`config.mk`:
```
export PLATFORM = sky130hd
export DESIGN_NAME = div_alu
export DESIGN_NICKNAME = d
export VERILOG_FILES = /design/src/rtl/div_alu_pkg.sv /design/src/rtl/div_alu_control_unit.sv /design/src/rtl/div_alu.sv
export SDC_FILE = /design/constraint.sdc
export NUM_CORES = 1
export LEC_CHECK = 0
export ABC_AREA = 0
export CORE_ASPECT_RATIO = 0.75
export CORE_UTILIZATION = 23
export CTS_CLUSTER_DIAMETER = 200
export DETAILED_ROUTE_END_ITERATION = 10
export SLEW_MARGIN = 20
export SYNTH_ARGS = -nofsm -noshare
export SYNTH_HDL_FRONTEND = slang
export SYNTH_SLANG_ARGS = --single-unit
```
`constraint.sdc`:
```
create_clock -name clk -period 11.7 [get_ports clk]
set_input_delay 2.925 -clock clk [delete_from_list [all_inputs] [get_ports clk]]
set_output_delay 2.925 -clock clk [all_outputs]
set_load 0.02 [all_outputs]
```
`src/rtl/div_alu_pkg.sv`:
```
// Shared definitions for the execute-stage MUL/DIV units: default width,
// control FSM encoding and go/done handshake polarity.
package div_alu_pkg;

  localparam int WIDTH_DEF = 32;

  typedef enum logic [1:0] {
    ST_IDLE = 2'b00,
    ST_DIV  = 2'b01,
    ST_DONE = 2'b10
  } div_state_e;

  localparam logic HS_GO_ACTIVE   = 1'b1;
  localparam logic HS_DONE_ACTIVE = 1'b1;

endpackage

```
`src/rtl/div_alu_control_unit.sv`:
```
// Control FSM for the restoring divider (IDLE/DIV/DONE), split out the same
// way as the multiplier's control unit.
module div_control_unit
  import div_alu_pkg::*;
(
  input  logic clk,
  input  logic rst,
  input  logic go,
  input  logic dbz,
  input  logic z,
  output logic initialize,
  output logic step,
  output logic finish,
  output logic busy,
  output logic done
);

  div_state_e r_state;
  div_state_e w_state_nxt;
  logic       w_go;

  assign w_go = (go == HS_GO_ACTIVE);

  always_ff @(posedge clk) begin
    if (rst) r_state <= ST_IDLE;
    else     r_state <= w_state_nxt;
  end

  always_comb begin
    w_state_nxt = r_state;
    case (r_state)
      ST_IDLE: if (w_go) w_state_nxt = dbz ? ST_DONE : ST_DIV;
      ST_DIV:  if (z)    w_state_nxt = ST_DONE;
      ST_DONE:           w_state_nxt = ST_IDLE;
      default:           w_state_nxt = ST_IDLE;
    endcase
  end

  // initialize fires on every accepted go; the datapath uses dbz to pick
  // between starting the iteration and loading the divide-by-zero result.
  always_comb begin
    initialize = (r_state == ST_IDLE) && w_go;
    step       = (r_state == ST_DIV);
    finish     = (r_state == ST_DIV) && z;
    busy       = (r_state == ST_DIV);
    done       = (r_state == ST_DONE) ? HS_DONE_ACTIVE : ~HS_DONE_ACTIVE;
  end

endmodule

```
`src/rtl/div_alu.sv`:
```
// Sequential radix-2 restoring divider for DIV/DIVU/REM/REMU, one quotient
// bit per clock, sharing the multiplier's go/done handshake.
module div_alu
  import div_alu_pkg::*;
#(
  parameter int WIDTH = WIDTH_DEF
) (
  input  logic             clk,
  input  logic             rst,
  input  logic             go,
  input  logic             signed_op,
  input  logic [WIDTH-1:0] dividend,
  input  logic [WIDTH-1:0] divisor,
  output logic [WIDTH-1:0] quotient,
  output logic [WIDTH-1:0] remainder,
  output logic             busy,
  output logic             done,
  output logic             div_by_zero
);

  localparam int CNT_W = $clog2(WIDTH);

  function automatic logic [WIDTH-1:0] abs_if(input logic [WIDTH-1:0] x, input logic en);
    return (en && x[WIDTH-1]) ? (~x + 1'b1) : x;
  endfunction

  function automatic logic [WIDTH-1:0] neg_if(input logic [WIDTH-1:0] x, input logic en);
    return en ? (~x + 1'b1) : x;
  endfunction

  logic [WIDTH-1:0] r_r, r_q, r_d;
  logic [CNT_W-1:0] r_cnt;
  logic             r_q_neg, r_r_neg;
  logic [WIDTH-1:0] r_quotient, r_remainder;
  logic             r_dbz;

  logic             w_init, w_step, w_finish, w_dbz, w_z;
  logic [WIDTH:0]   w_r_sh;
  logic [WIDTH+1:0] w_trial;
  logic             w_ge;
  logic [WIDTH-1:0] w_r_nxt, w_q_nxt;

  assign w_dbz = (divisor == '0);
  assign w_z   = (r_cnt == '0);

  div_control_unit u_ctrl (
    .clk        (clk),
    .rst        (rst),
    .go         (go),
    .dbz        (w_dbz),
    .z          (w_z),
    .initialize (w_init),
    .step       (w_step),
    .finish     (w_finish),
    .busy       (busy),
    .done       (done)
  );

  // Shifted partial remainder can reach 2*D-1, so the trial needs a guard bit
  // beyond WIDTH+1 to keep its sign unambiguous.
  assign w_r_sh  = {r_r, r_q[WIDTH-1]};
  assign w_trial = {1'b0, w_r_sh} - {2'b00, r_d};
  assign w_ge    = ~w_trial[WIDTH+1];
  assign w_r_nxt = w_ge ? w_trial[WIDTH-1:0] : w_r_sh[WIDTH-1:0];
  assign w_q_nxt = {r_q[WIDTH-2:0], w_ge};

  always_ff @(posedge clk) begin
    if (w_init) begin
      r_d     <= abs_if(divisor, signed_op);
      r_q     <= abs_if(dividend, signed_op);
      r_r     <= '0;
      r_q_neg <= signed_op & (dividend[WIDTH-1] ^ divisor[WIDTH-1]);
      r_r_neg <= signed_op & dividend[WIDTH-1];
    end else if (w_step) begin
      r_r <= w_r_nxt;
      r_q <= w_q_nxt;
    end
  end

  always_ff @(posedge clk) begin
    if (rst) begin
      r_cnt       <= '0;
      r_quotient  <= '0;
      r_remainder <= '0;
      r_dbz       <= 1'b0;
    end else begin
      if (w_init)      r_cnt <= CNT_W'(WIDTH - 1);
      else if (w_step) r_cnt <= r_cnt - 1'b1;

      if (w_init && w_dbz) begin
        r_quotient  <= '1;
        r_remainder <= dividend;
        r_dbz       <= 1'b1;
      end else if (w_finish) begin
        r_quotient  <= neg_if(w_q_nxt, r_q_neg);
        r_remainder <= neg_if(w_r_nxt, r_r_neg);
        r_dbz       <= 1'b0;
      end
    end
  end

  assign quotient    = r_quotient;
  assign remainder   = r_remainder;
  assign div_by_zero = r_dbz;

endmodule

```
==> results.toml <==
[run_status]
status = "complete, no violations"

[synth]
synth_top_cell_by_area = "dfxtp_1"
synthArstFlopShare_pct = 0
seq_area_frac_synth_pct = 35.7
avgSynthCellArea_um2 = 8.42
synth_edf_count = 66
synth_fp_nets = 1460
synth-seq-cells = 170
syn_area_um2 = 11400
syn_inst = 1353
synthTopCellsByArea = "dfxtp_1 (18%), edfxtp_1 (17%), xnor2_1 (5.7%), xor2_1 (5.1%), nand2_1 (4.9%)"
yosysWarnings = 0
synth.distinct_cells = 84
post-synth-top-area-fraction_pct = 18.3
yosys_most_used_dff = "dfxtp_1"

[grt]
antenna_found_initial = 4
grt_pass1_vias = 10300
grt_pass1_wl_um = 58600
grt_use_total_pct = 14.8
grt_max_degree = 74
grt_overflow = 0

[worst_setup_path]
r2r_slack_ns = 6.12
worstSetupStartpointType = "input pin"
max_stage_delay_ns = 0.63
critPathKind = "in -> reg"
required_ns = 12.01
worstPathMaxFanout = 34
critPathSlowestCell = "nor2_4"
crit_chain = "clkdlybuf4s50_1 > or4_1 > or3_4 > or3b_4 > nand2b_4 > or3_4 > nor2_4 > nor2_2 > a222oi_1 > a31oi_1"
cp.arrival_ns = 6.89
cpMostUsedCell = "or3_4"
cp-end-kind = "register"

[drt]
drt-vias-per-instance = 5.06
topRoutingLayerUsed = "met5"
wl_met2_um = 17300
drc = 0
wirelength_um = 37400
drtIter0Drc = 794
met1_length_um = 16900
wl_met3_um = 2550
drt-wirelength-per-cell_um = 17.7
first_pass_iters = 5
ant_nets = 0
vias = 10700

[sta]
finalCritPeriodShare_pct = 56.2
finalSetupTns_ns = 0
setup_violations = 0
tightest_slew_ns = 0.981
fin_skew_ns = 0.0140
max_slew_margin_pct = 34.6
rsz0062_at_grt = "false"
period_minus_slack_ns = 6.58
slew_violations = 0
finalHoldViolations = 0
max_freq_mhz = 152

[power_and_ir_drop]
total_power_mw = 2.30
switching_share_pct = 41.0
p_sw_uw = 943
p_seq_share_pct = 33.9
power_density_nw_per_um2 = 165
p_leak_nw = 4.94
max-vdd-ir-drop_uv = 116
p_int_mw = 1.36
p_comb_share_pct = 41.9
clkPwrFrac_pct = 24.1

[floorplan]
die_x_um = 259
die_area_um2 = 50500
rows = 70
core_area_um2 = 48800
floorplan.initialDensity_pct = 23.4
die_h_um = 195
num_io_pins = 135

[final_layout]
final_cell_mix = "nand2_1 (148), clkdlybuf4s50_1 (133), nor2_1 (108), o21ai_0 (108), a21oi_1 (105)"
design_area_um2 = 13900
syn_to_final_growth_pct = 21.9
nets = 1555
drive_above_1_share_pct = 5.48
final_common_cell = "nand2_1"
finalNonFillerCells = 2110
postLayoutCoreUtil_pct = 28.5

[cts]
cts_resized = 0
clk_latency_ns = 0.46
cts-root-buf = "clkbuf_16"
cts_tree = "yes"
htreeDepth = 4
cts_setup_buffers = 0
clock-sinks = 170
hold_buffers = 0
clk_transition_reported_paths_ns = 0.07
cts_buffers = 17
clock_path_buffers = 2

[flow_run]
maxCapViolCount = 0

[place]
placed_area_um2 = 13300
hpwlAfterDp_um = 28700
dp.cells = 2077
numPortBuffers = 134
gp_congestion = 0.903

[min_path]
hp-class = "reg -> reg"
[power by group through the flow]
stage	sequential, mW	combinational (mW)	clock (mW)
2_1_floorplan	0.775	0.694	0
3_3_place_gp	0.791	0.939	0
3_5_place_dp	0.791	0.953	0
4_1_cts	0.779	0.961	0.563
5_1_grt	0.789	1.07	0.585
6_report	0.780	0.964	0.555
[cell families (layout without fill, tap and decap cells)]
logic type      Yosys count  after routing  synth area share, %
other cells               0              1                    0
mux                      24             24                 2.14
compound gates          414            414                 23.6
xor+xnor                140            140                 10.8
buf+inv                 130            238                 4.70
simple gates            436            436                 18.8
fa+ha+maj                39             39                 4.35
flops                   170            170                 35.7
[layer usage]
metal	track usage, %	up-vias
li1	-	5140
met1	19.5	5187
met2	23.8	310
met3	4.03	44
met4	3.79	6
met5	0	-
[critical path, delay by kind of cell]
kind                   cells  cell delay (ns)
AOI/OAI and AO/OA          2             0.45
buffers and inverters      1             0.49
and+or+nand+nor            7             2.99
[Yosys cell counts (9+ instances only)]
library cell  instances
edfxtp_1             66
a21oi_1             105
a31oi_1              12
nand2_1             149
nand4_1              12
xor2_1               66
inv_1                58
buf_2                18
nor4_1               17
o22ai_1               9
clkbuf_1             44
o31ai_1              27
dfxtp_1             104
nand3_1              15
a211oi_1             29
o41ai_1               9
o21ai_0             108
and2_1               10
or3_1                17
mux2i_1              21
a22oi_1              21
nor2_1              110
nor3_1               37
ha_1                 38
nand2b_1             10
xnor2_1              74
a221oi_1             17
a21o_1               10
and3_1               12
[sequential cells by signal (all words and copies together), names as in the netlist]
register	cells
r_r	32
remainder	32
div_by_zero	1
u_ctrl.r_state	2
r_d	32
r_q	32
quotient	32
r_r_neg	1
r_cnt	5
r_q_neg	1
[path summary, 6_finish.rpt]
| path | from | to | depth (start not counted) |
|---|---|---|---|
| setup / recovery | divisor[5] | remainder[25] | 10 |
| hold / removal | div_by_zero | div_by_zero | 2 |
| setup reg to reg | r_r[15] | remainder[26] | 16 |
| hold reg to reg | div_by_zero | div_by_zero | 2 |
[final cells by class]
| class | instances | area [um^2] |
|---|---|---|
| Fill cell | 5182 | 34900 |
| Tap cell | 648 | 811 |
| Timing Repair Buffer | 146 | 1430 |
| Multi-Input combinational cell | 1053 | 6810 |
| Clock inverter | 14 | 113 |
| Inverter | 60 | 228 |
| Clock buffer | 18 | 439 |
| Sequential cell | 170 | 4060 |
| Antenna cell | 1 | 2.50 |
[stage by stage]
step                      hold WS (ns)  worst slack (ns)
after detailed placement         0.454              4.67
after global routing             0.487              4.92
after CTS                        0.463              5.15
after floorplan                  0.439              6.02
after global placement           0.451              4.75
final                            0.461              5.12
Note: power is estimated with default switching activity, not from simulation.
